[config.mk]
export PLATFORM = sky130hd
export DESIGN_NAME = pic_ack_sequencer
export DESIGN_NICKNAME = d
export VERILOG_FILES = /design/src/rtl/pic_pkg.sv /design/src/rtl/pic_priority_resolver.sv /design/src/rtl/pic_ack_sequencer.sv
export SDC_FILE = /design/constraint.sdc
export NUM_CORES = 1
export LEC_CHECK = 0
export CAP_MARGIN = 20
export CORE_UTILIZATION = 55
export CTS_CLUSTER_DIAMETER = 30
export DETAILED_ROUTE_END_ITERATION = 6
export PLACE_DENSITY_LB_ADDON = 0.08
export SLEW_MARGIN = 25
export SYNTH_ARGS = -nofsm -noshare
export SYNTH_HDL_FRONTEND = slang
export SYNTH_HIERARCHICAL = 1
export SYNTH_SLANG_ARGS = --single-unit
[constraint.sdc]
create_clock -name clk -period 7.9 [get_ports clk]
set_input_delay 1.58 -clock clk [delete_from_list [all_inputs] [get_ports clk]]
set_output_delay 1.58 -clock clk [all_outputs]
set_load 0.005 [all_outputs]
[src/rtl/pic_pkg.sv]
`default_nettype none
// ============================================================================
//  Module      : pic_pkg
//  Description : Shared types and constants for the PIC interrupt-acknowledge
//                sequencer: handshake state enum, line/level/vector widths and
//                a rotating-priority rank helper.
//  Revision    : 1.0 - initial release
// ============================================================================
package pic_pkg;

    localparam int NUM_IR     = 8;  // only 8 lines are supported
    localparam int LEVEL_W    = 3;
    localparam int VEC_BASE_W = 5;

    typedef enum logic [1:0] {
        IDLE     = 2'd0,
        INT_PEND = 2'd1,
        ACK1     = 2'd2,
        ACK2     = 2'd3
    } ack_state_t;

    // Rank of a level under rotating priority: 0 is the highest priority
    // (the level just after lowest), 7 is the lowest (lowest itself).
    function automatic logic [LEVEL_W-1:0] prio_rank(
        input logic [LEVEL_W-1:0] level,
        input logic [LEVEL_W-1:0] lowest
    );
        return level - lowest - LEVEL_W'(1);
    endfunction

endpackage
`default_nettype wire

[src/rtl/pic_priority_resolver.sv]
`default_nettype none
// ============================================================================
//  Module      : pic_priority_resolver
//  Description : Combinational rotating-priority encoder. Finds the highest
//                priority set bit of i_vec, where the level after
//                i_lowest_prio is the highest and order wraps modulo 8.
//  Ports       : i_vec         - candidate bit vector
//                i_lowest_prio - level currently holding lowest priority
//                o_valid       - at least one bit of i_vec is set
//                o_level       - highest-priority set level (valid w/ o_valid)
//  Revision    : 1.0 - initial release
// ============================================================================
module pic_priority_resolver
    import pic_pkg::*;
(
    input  logic [NUM_IR-1:0]  i_vec,
    input  logic [LEVEL_W-1:0] i_lowest_prio,
    output logic               o_valid,
    output logic [LEVEL_W-1:0] o_level
);

    // Scan from lowest to highest priority so the last hit (highest
    // priority) overrides earlier ones; no "found" flag needed.
    always_comb begin
        o_valid = |i_vec;
        o_level = i_lowest_prio;
        for (int k = NUM_IR; k >= 1; k--) begin
            if (i_vec[i_lowest_prio + LEVEL_W'(k)]) begin
                o_level = i_lowest_prio + LEVEL_W'(k);
            end
        end
    end

endmodule
`default_nettype wire

[src/rtl/pic_ack_sequencer.sv]
`default_nettype none
// ============================================================================
//  Module      : pic_ack_sequencer
//  Description : 8259A-style interrupt arbiter and INTA sequencer. Selects the
//                highest-priority unmasked request under fully-nested rules,
//                raises int_out, runs the two-pulse INTA handshake (set ISR,
//                clear IRR, drive vector) and services EOI commands.
//  Build macro : ROTATION_EN - when defined, a non-specific EOI that clears
//                level k makes k the lowest priority (automatic rotation).
//                When undefined, priority is fixed with IR0 highest.
//  Ports       : clk, reset_n   - clock, async active-low reset
//                irr, imr       - latched requests, mask (1 = masked)
//                vec_base       - vector bits T7..T3
//                inta_n         - synchronized CPU acknowledge
//                eoi, seoi      - non-specific / specific EOI pulses
//                seoi_level     - level cleared by seoi
//                int_out        - interrupt request to CPU
//                irr_clear      - one-hot pulse clearing serviced IRR bit
//                isr            - in-service register
//                vector_out/oe  - interrupt vector and its bus enable
//  Revision    : 1.0 - initial release
// ============================================================================
module pic_ack_sequencer
    import pic_pkg::*;
(
    input  logic                          clk,
    input  logic                          reset_n,
    input  logic [NUM_IR-1:0]             irr,
    input  logic [NUM_IR-1:0]             imr,
    input  logic [VEC_BASE_W-1:0]         vec_base,
    input  logic                          inta_n,
    input  logic                          eoi,
    input  logic                          seoi,
    input  logic [LEVEL_W-1:0]            seoi_level,
    output logic                          int_out,
    output logic [NUM_IR-1:0]             irr_clear,
    output logic [NUM_IR-1:0]             isr,
    output logic [VEC_BASE_W+LEVEL_W-1:0] vector_out,
    output logic                          vector_oe
);

    localparam logic [LEVEL_W-1:0] c_RESET_LOWEST  = LEVEL_W'(NUM_IR - 1);
    localparam logic [LEVEL_W-1:0] c_SPURIOUS_LEVEL = LEVEL_W'(NUM_IR - 1);

    ack_state_t                    r_state;
    ack_state_t                    w_next_state;
    logic                          r_inta_d;
    logic [LEVEL_W-1:0]            r_level;
    logic [LEVEL_W-1:0]            w_level_next;
    logic [NUM_IR-1:0]             r_isr;
    logic [NUM_IR-1:0]             w_isr_next;
    logic [NUM_IR-1:0]             w_isr_after_eoi;
    logic                          r_int_out;
    logic                          w_int_out_next;
    logic [NUM_IR-1:0]             r_irr_clear;
    logic [NUM_IR-1:0]             w_irr_clear_next;
    logic [VEC_BASE_W+LEVEL_W-1:0] r_vector_out;
    logic [VEC_BASE_W+LEVEL_W-1:0] w_vector_out_next;
    logic                          r_vector_oe;
    logic                          w_vector_oe_next;
    logic                          w_set_en;

    logic [LEVEL_W-1:0]            w_lowest_prio;
    logic [NUM_IR-1:0]             w_req_bits;
    logic                          w_cand_valid;
    logic [LEVEL_W-1:0]            w_cand_level;
    logic                          w_isr_valid;
    logic [LEVEL_W-1:0]            w_isr_top;
    logic                          w_req_valid;
    logic                          w_inta_fall;
    logic                          w_inta_rise;
    logic                          w_eoi_ns;

    // ------------------------------------------------------------------
    // Arbitration
    // ------------------------------------------------------------------
    assign w_req_bits = irr & ~imr;

    pic_priority_resolver u_req_resolver (
        .i_vec         (w_req_bits),
        .i_lowest_prio (w_lowest_prio),
        .o_valid       (w_cand_valid),
        .o_level       (w_cand_level)
    );

    pic_priority_resolver u_isr_resolver (
        .i_vec         (r_isr),
        .i_lowest_prio (w_lowest_prio),
        .o_valid       (w_isr_valid),
        .o_level       (w_isr_top)
    );

    // Fully nested: a request must strictly outrank everything in service.
    assign w_req_valid = w_cand_valid &&
                         (!w_isr_valid ||
                          (prio_rank(w_cand_level, w_lowest_prio) <
                           prio_rank(w_isr_top, w_lowest_prio)));

    assign w_inta_fall = r_inta_d & ~inta_n;
    assign w_inta_rise = ~r_inta_d & inta_n;

    // seoi takes precedence; a non-specific EOI with an empty isr is a no-op.
    assign w_eoi_ns = eoi & ~seoi & w_isr_valid;

`ifdef ROTATION_EN
    logic [LEVEL_W-1:0] r_lowest_prio;

    always_ff @(posedge clk or negedge reset_n) begin
        if (!reset_n) begin
            r_lowest_prio <= c_RESET_LOWEST;
        end else if (w_eoi_ns) begin
            r_lowest_prio <= w_isr_top;
        end
    end

    assign w_lowest_prio = r_lowest_prio;
`else
    assign w_lowest_prio = c_RESET_LOWEST;
`endif

    // EOI is applied to the pre-set isr; the ISR set is OR-ed in afterwards
    // so that a same-bit collision leaves the bit set.
    always_comb begin
        w_isr_after_eoi = r_isr;
        if (seoi) begin
            w_isr_after_eoi[seoi_level] = 1'b0;
        end else if (w_eoi_ns) begin
            w_isr_after_eoi[w_isr_top] = 1'b0;
        end
    end

    // ------------------------------------------------------------------
    // Handshake state machine: next state and next register values
    // ------------------------------------------------------------------
    always_comb begin
        w_next_state      = r_state;
        w_set_en          = 1'b0;
        w_level_next      = r_level;
        w_vector_out_next = r_vector_out;

        case (r_state)
            IDLE: begin
                if (w_req_valid) begin
                    w_next_state = INT_PEND;
                end
            end
            INT_PEND: begin
                if (w_inta_fall) begin
                    w_next_state = ACK1;
                    if (w_req_valid) begin
                        w_set_en     = 1'b1;
                        w_level_next = w_cand_level;
                    end else begin
                        w_level_next = c_SPURIOUS_LEVEL;
                    end
                end else if (!w_req_valid) begin
                    w_next_state = IDLE;
                end
            end
            ACK1: begin
                if (w_inta_fall) begin
                    w_next_state      = ACK2;
                    w_vector_out_next = {vec_base, r_level};
                end
            end
            ACK2: begin
                if (w_inta_rise) begin
                    w_next_state = IDLE;
                end
            end
            default: begin
                w_next_state = IDLE;
            end
        endcase

        w_irr_clear_next = w_set_en ? (NUM_IR'(1) << w_cand_level) : '0;
        w_isr_next       = w_isr_after_eoi | w_irr_clear_next;
        w_int_out_next   = (w_next_state == INT_PEND);
        w_vector_oe_next = (w_next_state == ACK2);
    end

    // ------------------------------------------------------------------
    // State and output registers
    // ------------------------------------------------------------------
    always_ff @(posedge clk or negedge reset_n) begin
        if (!reset_n) begin
            r_state      <= IDLE;
            r_inta_d     <= 1'b1;
            r_level      <= '0;
            r_isr        <= '0;
            r_int_out    <= 1'b0;
            r_irr_clear  <= '0;
            r_vector_out <= '0;
            r_vector_oe  <= 1'b0;
        end else begin
            r_state      <= w_next_state;
            r_inta_d     <= inta_n;
            r_level      <= w_level_next;
            r_isr        <= w_isr_next;
            r_int_out    <= w_int_out_next;
            r_irr_clear  <= w_irr_clear_next;
            r_vector_out <= w_vector_out_next;
            r_vector_oe  <= w_vector_oe_next;
        end
    end

    assign int_out    = r_int_out;
    assign irr_clear  = r_irr_clear;
    assign isr        = r_isr;
    assign vector_out = r_vector_out;
    assign vector_oe  = r_vector_oe;

endmodule
`default_nettype wire

==> summary.txt <==
Routing
  • DRT Wirelength: around 8000 µm
  • Antenna-violating nets left: 0
  • Met1 WL: about 3600 µm
  • Via count: between 2000 and 3000
  • First DRT Iteration DRCs: around 200
  • DR top layer: met4
  • Avg WL per Cell: 17.62 µm
  • Drt drc: 0
  • DRT Pass-1 Iters: 5
  • Met3 Routed Length: ~410 µm
  • WL met2: a little under 4000 µm
  • Post-DR vias/cell: roughly 6.5

Placed design
  • Place WS: 2.263 ns
  • Cell area after placement: 0.003830 mm²
  • Routability cong.: between 0.8 and 0.9
  • HPWL after DPL: 5809 µm
  • DP Cell Count: between 400 and 500
  • Port-buffer cells: 54

Flow run
  • Max-Cap Viols: 0

Worst setup path
  • Worst EP required: approximately 8.1 ns
  • Setup CP Type: input port to flip-flop
  • CP cell instances: clkdlybuf4s50_1 > nor2b_1 > mux2i_1 > mux4_1 > inv_1 > o311a_1 > a41oi_1 > a311oi_2 > ha_1 > o21ai_0 > a22oi_1 > buf_4 > o31a_2
  • CP arrival: between 5 and 6 ns
  • Worst Setup End Kind: flip-flop
  • CP max FO: 21
  • CP max stage delay: approximately 0.6 ns
  • Startpoint types: input port
  • Slowest CP cell: a311oi_2

Clocking
  • Clock sink count: 32
  • Clk root buf: clkbuf_8
  • TritonCTS buffer count: 5
  • CTS Buffer Depth: 2
  • Cts hold-fix bufs: 0
  • Cells resized by post-CTS repair: 0
  • Clock latency at the later pin of the worst-skew pair: approximately 0.28 ns
  • Reg clk slew, reported paths: roughly 0.060 ns
  • CTS tree: built
  • Post-CTS setup buffers: 0
  • Htree depth: 2

STA
  • Final min period: 5.094 ns
  • Worst slew pin tran: ~0.79 ns
  • Max Slew Vio Count: 0
  • F_max: approximately 200 MHz
  • Unrepaired setup endpoints after global routing: no
  • Final Cycle Share: 0.6448
  • Setup_tns: 0 ns
  • Layout Skew: 0.009595 ns
  • Hold_ws: ~0.51 ns
  • Final hold violations: 0
  • Slew Limit Headroom: 0.4710
  • Fin worst setup slack: 2.806 ns
  • Setup violations, final: 0

Layout
  • Final #Nets: between 400 and 500
  • Most frequent cells in the layout: clkdlybuf4s50_1, mux2i_1, dfrtp_1, mux2_2, nor2_1
  • Post-Layout Cell Count: between 400 and 500
  • Layout cell share with drive strength beyond 1: 0.1563
  • Commonest non-fill, non-tap cell in the layout: clkdlybuf4s50_1
  • P&R area growth vs syn: 21.53%
  • Antenna Cells: 0
  • Cell area after layout: slightly below 0.004 mm²

Synthesis
  • Post-Synthesis Cells: between 300 and 400
  • Yosys Warn Count: 6
  • Mapped Area: around 0.0033 mm²
  • Sequential area share after synthesis: 0.2460
  • Synthesized area per cell: a little under 10 µm²
  • Number of synthesized flops with an enable pin: 0
  • Post-synth ARST share: 1.000
  • Number of synthesized register bits: 32
  • Synth Flop Type: dfrtp_1
  • Count of cell types in the netlist: 60

Power and ir drop
  • Peak VDD IR: 167.8 µV
  • Gate power share: 0.543
  • PwrDens: between 200 and 250 mW/mm²
  • Static Leak: roughly 1.6 nW
  • Pint: roughly 600 µW
  • Sw Ratio: 0.3890
  • Total net switching power: 376.4 µW
  • Sequential share of power: 0.282
  • Clock network fraction of design power: 0.175

Die
  • Die width: 79.00 µm
  • DIE HEIGHT: a little under 80 µm
  • Area of the die: roughly 0.0062 mm²
  • Std-Cell Rows: 27
  • Initial Util: 0.5814
  • Core footprint: about 0.0056 mm²
  • Ports: 55

Global routing
  • Vias in the first global route: about 2800
  • Initial antenna violation count: 0
  • Gr usage total: 0.2668
  • GRT overflow: 0
  • First-pass GRT wire length: roughly 13000 µm
  • Largest net degree at the start of global routing: 33

Outcome
  • Status: complete, no violations

Min path
  • Hold Path Class: flip-flop to flip-flop
-- routing by layer --
metal | global-route usage | vias up
met5 | 0 | -
met4 | 0.08182 | 0
met3 | 0.03448 | 12
met2 | 0.4414 | 125
met1 | 0.3640 | 1439
li1 | - | 1388
-- cell usage after synthesis, types with 3 or more instances --
master | count | share of area
nor2_1 | 22 | 0.025
dfrtp_1 | 31 | 0.24
ha_1 | 6 | 0.023
buf_2 | 10 | 0.015
xnor2_1 | 6 | 0.016
mux2i_1 | 34 | 0.10
nor3b_1 | 3 | 0.0069
a221oi_1 | 4 | 0.011
o21ai_0 | 13 | 0.020
nand4b_1 | 4 | 0.011
o211ai_1 | 10 | 0.023
inv_1 | 12 | 0.014
a31oi_1 | 4 | 0.0077
nor2b_1 | 12 | 0.023
mux4_2 | 14 | 0.097
o22ai_1 | 11 | 0.021
buf_6 | 4 | 0.014
a21oi_1 | 3 | 0.0046
nor3_1 | 3 | 0.0046
nand2_1 | 21 | 0.024
nand3_1 | 5 | 0.0077
o221ai_1 | 6 | 0.016
or2b_1 | 4 | 0.0092
nand2b_1 | 4 | 0.0077
or3_1 | 3 | 0.0058
nor4_1 | 5 | 0.0096
mux2_2 | 24 | 0.083
-- kinds of logic after synthesis --
| kind of cell | share of synthesized area |
|---|---|
| AO/OA/AOI/OAI | 0.1903 |
| XOR/XNOR | 0.02149 |
| adder cells (fa/ha/maj) | 0.02302 |
| buffers and inverters | 0.04758 |
| flip-flops | 0.2460 |
| multiplexers | 0.3001 |
| other | 0.001150 |
| AND/OR/NAND/NOR | 0.1704 |
-- state kept, by name, indices dropped and copies added, names as in the netlist --
name,count
r_state,2
r_level,3
vector_out,8
int_out,1
irr_clear,8
r_inta_d,1
isr,8
vector_oe,1
-- worst paths after layout --
kind | slack (ns) | start | end | cells after the start
worst max-delay path | 2.81 | irr[3] | r_level[2] | 13
worst min-delay path | 0.51 | vector_out[6] | vector_out[6] | 1
worst max register to register | 4.38 | isr[3] | r_level[2] | 12
worst min register to register | 0.51 | vector_out[6] | vector_out[6] | 1
max in group asynchronous | 5.87 | reset_n | r_inta_d | 2
min in group asynchronous | 1.71 | reset_n | isr[4] | 2
-- layout make-up --
type	instances	area [µm²]
tap	72	90.09
timing repair buffer	56	555.5
clock inverter	1	30.03
multi-input combinational	276	2344
sequential	32	802.0
fill	443	1645
clock buffer	7	96.34
inverter	12	45.04
-- per-stage QoR --
stage            util  power, mW
2_1_floorplan       -     0.6124
3_3_place_gp   0.6830     0.7643
3_5_place_dp   0.6830     0.7800
4_1_cts        0.7055     0.9548
5_1_grt        0.7066      1.031
6_report       0.7066     0.9676
-- worst max-delay path, delay by kind of cell --
| kind | cells | cell delay [ns] |
|---|---|---|
| compound gates | 6 | 1.41 |
| mux | 2 | 0.77 |
| buf+inv | 3 | 0.74 |
| simple gates | 1 | 0.42 |
| fa+ha+maj | 1 | 0.34 |
-- power groups by stage --
stage                     Sequential, mW  Combinational (mW)  Clock (mW)
after floorplan                    0.259               0.353           0
after global placement             0.271               0.493           0
after detailed placement           0.274               0.506           0
after CTS                          0.272               0.510       0.173
after global routing               0.281               0.571       0.178
final                              0.273               0.525       0.169
Note: power is estimated with default switching activity, not from simulation.
